File: config.mk
export PLATFORM = sky130hd
export DESIGN_NAME = accumulate_sequencer
export DESIGN_NICKNAME = d
export VERILOG_FILES = /design/src/rtl/accumulate_sequencer_pkg.sv /design/src/rtl/sixteen_bit_ripple_carry_adder.sv /design/src/rtl/accumulate_sequencer.sv
export SDC_FILE = /design/constraint.sdc
export NUM_CORES = 1
export LEC_CHECK = 0
export CAP_MARGIN = 20
export CORE_ASPECT_RATIO = 2
export CORE_MARGIN = 3
export CORE_UTILIZATION = 50
export CTS_BUF_LIST = sky130_fd_sc_hd__clkbuf_16
export DETAILED_ROUTE_END_ITERATION = 10
export GPL_ROUTABILITY_DRIVEN = 0
export GPL_TIMING_DRIVEN = 0
export PLACE_DENSITY = 0.79
export SYNTH_ARGS = -nofsm -noshare
export SYNTH_HDL_FRONTEND = slang
export SYNTH_HIERARCHICAL = 1
export SYNTH_SLANG_ARGS = --single-unit
File: constraint.sdc
create_clock -name clk -period 9 [get_ports clk]
set_input_delay 2.25 -clock clk [delete_from_list [all_inputs] [get_ports clk]]
set_output_delay 2.25 -clock clk [all_outputs]
set_load 0.05 [all_outputs]
File: src/rtl/accumulate_sequencer_pkg.sv
// Shared arithmetic package: data width and sequencer state encodings.
// Latency: n/a (constants only).
// Backpressure: n/a.
package accumulate_sequencer_pkg;

    localparam int DATA_W = 16;

    // Binary state encodings; kept as plain 2-bit constants so older
    // blocks that compare raw state values keep working.
    localparam logic [1:0] ST_IDLE  = 2'd0;
    localparam logic [1:0] ST_ACCUM = 2'd1;
    localparam logic [1:0] ST_ADD   = 2'd2;
    localparam logic [1:0] ST_DONE  = 2'd3;

endpackage

File: src/rtl/sixteen_bit_ripple_carry_adder.sv
// 16-bit ripple-carry adder built from a chain of full-adder cells.
// Latency: purely combinational.
// Backpressure: none.
//
// Ports:
//   a, b  - 16-bit operands
//   cin   - carry into bit 0
//   s     - 16-bit sum (modulo 2^16)
//   cout  - carry out of bit 15
module sixteen_bit_ripple_carry_adder
    import accumulate_sequencer_pkg::*;
(
    input  logic [DATA_W-1:0] a,
    input  logic [DATA_W-1:0] b,
    input  logic              cin,
    output logic [DATA_W-1:0] s,
    output logic              cout
);

    logic [DATA_W:0] c;

    assign c[0] = cin;

    for (genvar i = 0; i < DATA_W; i++) begin : g_fa
        assign s[i]   = a[i] ^ b[i] ^ c[i];
        assign c[i+1] = (a[i] & b[i]) | (c[i] & (a[i] ^ b[i]));
    end

    assign cout = c[DATA_W];

endmodule

File: src/rtl/accumulate_sequencer.sv
// Accumulates 'count' 16-bit operands into a registered sum with sticky carry flag.
// Latency: 2 cycles per operand (capture, then add); done 1 cycle after the final add.
// Backpressure: din_ready only in ACCUM; the block waits indefinitely for din_valid.
//
// Ports:
//   clk, rst          - clock; asynchronous active-high reset
//   start, count      - begin a run of 'count' operands (honoured only in IDLE/DONE)
//   din, din_valid    - operand stream; transfers when din_valid && din_ready
//   din_ready         - high in ACCUM only
//   sum, ovf          - running/final sum and sticky carry-out flag
//   busy, done        - busy in ACCUM/ADD, done throughout DONE
module accumulate_sequencer
    import accumulate_sequencer_pkg::*;
#(
    parameter int CNT_W = 4
) (
    input  logic              clk,
    input  logic              rst,
    input  logic              start,
    input  logic [CNT_W-1:0]  count,
    input  logic [DATA_W-1:0] din,
    input  logic              din_valid,
    output logic              din_ready,
    output logic [DATA_W-1:0] sum,
    output logic              ovf,
    output logic              busy,
    output logic              done
);

    logic [1:0]        state;
    logic [CNT_W-1:0]  remaining;
    logic [DATA_W-1:0] operand;
    logic [DATA_W-1:0] add_s;
    logic              add_cout;

    sixteen_bit_ripple_carry_adder u_adder (
        .a    (sum),
        .b    (operand),
        .cin  (1'b0),
        .s    (add_s),
        .cout (add_cout)
    );

    always_ff @(posedge clk or posedge rst) begin
        if (rst) begin
            state     <= ST_IDLE;
            sum       <= '0;
            ovf       <= 1'b0;
            remaining <= '0;
            operand   <= '0;
        end else begin
            case (state)
                ST_IDLE, ST_DONE: begin
                    if (start) begin
                        sum <= '0;
                        ovf <= 1'b0;
                        if (count != '0) begin
                            remaining <= count;
                            state     <= ST_ACCUM;
                        end else begin
                            // Zero-length run completes immediately with result 0.
                            state <= ST_DONE;
                        end
                    end
                end
                ST_ACCUM: begin
                    if (din_valid) begin
                        operand   <= din;
                        remaining <= remaining - CNT_W'(1);
                        state     <= ST_ADD;
                    end
                end
                ST_ADD: begin
                    sum <= add_s;
                    ovf <= ovf | add_cout;
                    // remaining was already decremented on capture.
                    state <= (remaining != '0) ? ST_ACCUM : ST_DONE;
                end
                default: state <= ST_IDLE;
            endcase
        end
    end

    // Decoded straight from state so reset clears them without waiting for a clock.
    assign din_ready = (state == ST_ACCUM);
    assign busy      = (state == ST_ACCUM) || (state == ST_ADD);
    assign done      = (state == ST_DONE);

endmodule

==> results.cfg <==
[run_status]
outcome = finished clean

[global_route]
grt_pass1_wl_um = 7203
grt_max_degree = 40
gr-total-overflow = 0
grt_pass1_vias = 1548
antenna_found_initial = 0
track_usage = 0.1880

[pwr]
ir_drop_mv = 0.3150
p_sw_frac = 0.4190
comb_power_share = 0.527
power.internal_uw = 631.8
leakagePower_nw = 1.241
seqPwrFrac = 0.289
p_per_area_mw_per_mm2 = 398.4
power.switching_uw = 455.6
clock_power_share = 0.183

[detailed_routing]
wl_um = 4229
firstDrtPassIters = 4
via_per_inst = 5.473
wl_per_cell_um = 16.39
drt_iter0_drc = 17
drc = 0
num_vias = 1412
drt.antenna.violating_nets = 0

[synthesis]
synth-adder-area-share = 0.1853
synth_cell_types = 35
synthSimpleGateAreaFrac = 0.04846
synth_seq_cells = 39
synth.cell_area_mm2 = 0.002066
yosysSeqAreaShare = 0.4724
synth_xor_area_frac = 0.004240
synth_top_family_by_area = adder cells
synth_fp_nets = 201
syn_area_per_cell_um2 = 13.24
synth_compound_area_frac = 0.1302
synthMuxAreaShare = 0.1030
synth-warning-count = 6
syn_inst = 156

[flow_run]
max_cap_violations = 0

[sta]
tns_ns = 0
slew_headroom = 0.4606
timing.fmax_mhz = 141.0
fin_hold_ws_ns = 0.5072
skew_ns = 0.004649
max_slew.worst_pin.slew_ns = 0.8079
setup_viol = 0
fin_crit_ns = 7.090
hold_violations = 0
rsz0062_at_grt = no
period_share = 0.7878
slew_violations = 0

[floorplanning]
start_util = 0.5265
die_area_mm2 = 0.004986
die_h_um = 96.90
fp.dieW_um = 51.45
core.rowCount = 32
ios = 44
fp.coreArea_mm2 = 0.003924

[layout]
nNetsFinal = 251
area_growth_pct = 32.10
drive_gt1_frac = 0.1787
final_core_util = 0.6955
mostFrequentLayoutCell = clkdlybuf4s50_1
num_antenna_cells = 0
final_cell_mix = clkdlybuf4s50_1 (43), dfrtp_1 (39), inv_1 (18)

[placement]
dp_hpwl_um = 3267
port_buffers = 43

[setup_path]
critical_path_class = flip-flop to flip-flop
path_max_fanout = 3
crit_path_start_kind = flip-flop
crit_required_ns = 9.22
worstSetupEndpointType = flip-flop
cp.arrival_ns = 7.31

[clock_network]
cts_buffers = 5
post-cts-setup-buffer-count = 0
cts_max_level = 2
hold_buffers = 0
ctsResizeCount = 0
cts_tree = done
clk_pin_slew_worst_paths_ns = 0.06
numClockSinks = 39
root_buffer = clkbuf_16
ctsLongestPathBuffers = 2
insertion_delay_ns = 0.28

[min_path]
hold_path_class = flip-flop to flip-flop
per-stage QoR:
stage | power, mW | cell area, um2 | worst slack (ns) | std cells
6_report | 1.087 | 2729 | 1.910 | 258
5_1_grt | 1.160 | 2729 | 1.684 | 258
4_1_cts | 1.097 | 2729 | 1.926 | 258
3_3_place_gp | 0.8528 | 2560 | 2.104 | 250
2_1_floorplan | 0.7249 | 2066 | 2.118 | 156
3_5_place_dp | 0.8896 | 2560 | 1.967 | 250
critical path, stage by stage (launching register included):
cell	delay, ns
dfrtp_1	0.41
fa_1	0.42
inv_1	0.08
fa_1	0.18
inv_1	0.06
fa_1	0.39
fa_1	0.42
fa_1	0.41
fa_1	0.40
fa_1	0.41
fa_1	0.42
fa_1	0.40
fa_1	0.42
fa_1	0.39
fa_1	0.40
fa_1	0.41
fa_1	0.41
fa_1	0.37
inv_1	0.07
fa_1	0.40
inv_1	0.07
a22o_1	0.11
layer usage:
layer	up-vias	routed length, um	track usage
met5	-	0	0
met3	11	205	0.04160
li1	633	-	-
met1	711	1552	0.2154
met4	0	92	0.06667
met2	57	2379	0.3301
sequential cells by signal (all words and copies together), names as in the netlist:
| signal | count |
|---|---|
| operand | 16 |
| ovf | 1 |
| remaining | 4 |
| state | 2 |
| sum | 16 |
area by class of cell:
| type | count | area [um2] |
|---|---|---|
| Sequential cell | 39 | 975.9 |
| Clock inverter | 3 | 43.79 |
| Buffer | 6 | 41.29 |
| Fill cell | 300 | 1195 |
| Clock buffer | 5 | 125.1 |
| Timing Repair Buffer | 43 | 430.4 |
| Multi-Input combinational cell | 92 | 977.2 |
| Inverter | 19 | 71.32 |
| Tap cell | 51 | 63.81 |
cell usage after synthesis (all sizes together):
| master | count | area share |
|---|---|---|
| a32o | 1 | 0.0048 |
| o22a | 1 | 0.0042 |
| clkbuf | 1 | 0.0018 |
| buf | 5 | 0.018 |
| a22o | 16 | 0.068 |
| o21ai | 6 | 0.016 |
| a21boi | 1 | 0.0055 |
| conb | 1 | 0.0018 |
| o32ai | 1 | 0.0042 |
| a21oi | 4 | 0.012 |
| o211ai | 1 | 0.0061 |
| nand3 | 2 | 0.0048 |
| and2 | 1 | 0.0030 |
| nor3 | 1 | 0.0024 |
| and3 | 1 | 0.0030 |
| nor4 | 1 | 0.0030 |
| nand2 | 4 | 0.0073 |
| nor2 | 2 | 0.0036 |
| dfrtp | 39 | 0.47 |
| inv | 19 | 0.035 |
| a31oi | 2 | 0.0061 |
| mux2i | 2 | 0.016 |
| nor2b | 2 | 0.0061 |
| xnor2 | 1 | 0.0042 |
| nand2b | 2 | 0.0097 |
| ha | 5 | 0.030 |
| a211oi | 1 | 0.0036 |
| fa | 16 | 0.16 |
| mux2 | 16 | 0.087 |
| or4 | 1 | 0.0055 |
power by group through the flow:
stage                     clock (mW)  sequential [mW]  combinational (mW)
after floorplan                    0            0.373               0.352
after global placement             0            0.310               0.543
after detailed placement           0            0.320               0.570
after CTS                      0.202            0.317               0.578
after global routing           0.210            0.326               0.625
final                          0.199            0.315               0.573
worst paths after layout:
check	startpoint	end	slack, ns	cells after the start
max reg2reg	sum[0]	sum[15]	1.91	21
min reg2reg	ovf	ovf	0.51	1
max	sum[0]	sum[15]	1.91	21
min in group asynchronous	rst	sum[0]	2.46	2
max in group asynchronous	rst	sum[10]	6.03	2
min	ovf	ovf	0.51	1
kinds of logic after synthesis:
| kind of cell | after synthesis |
|---|---|
| DFF | 39 |
| AOI/OAI and AO/OA | 34 |
| buffers and inverters | 25 |
| adders and majority gates | 21 |
| muxes | 18 |
| and+or+nand+nor | 17 |
| other | 1 |
| xor gates and xnor gates | 1 |
Note: power is estimated with default switching activity, not from simulation.
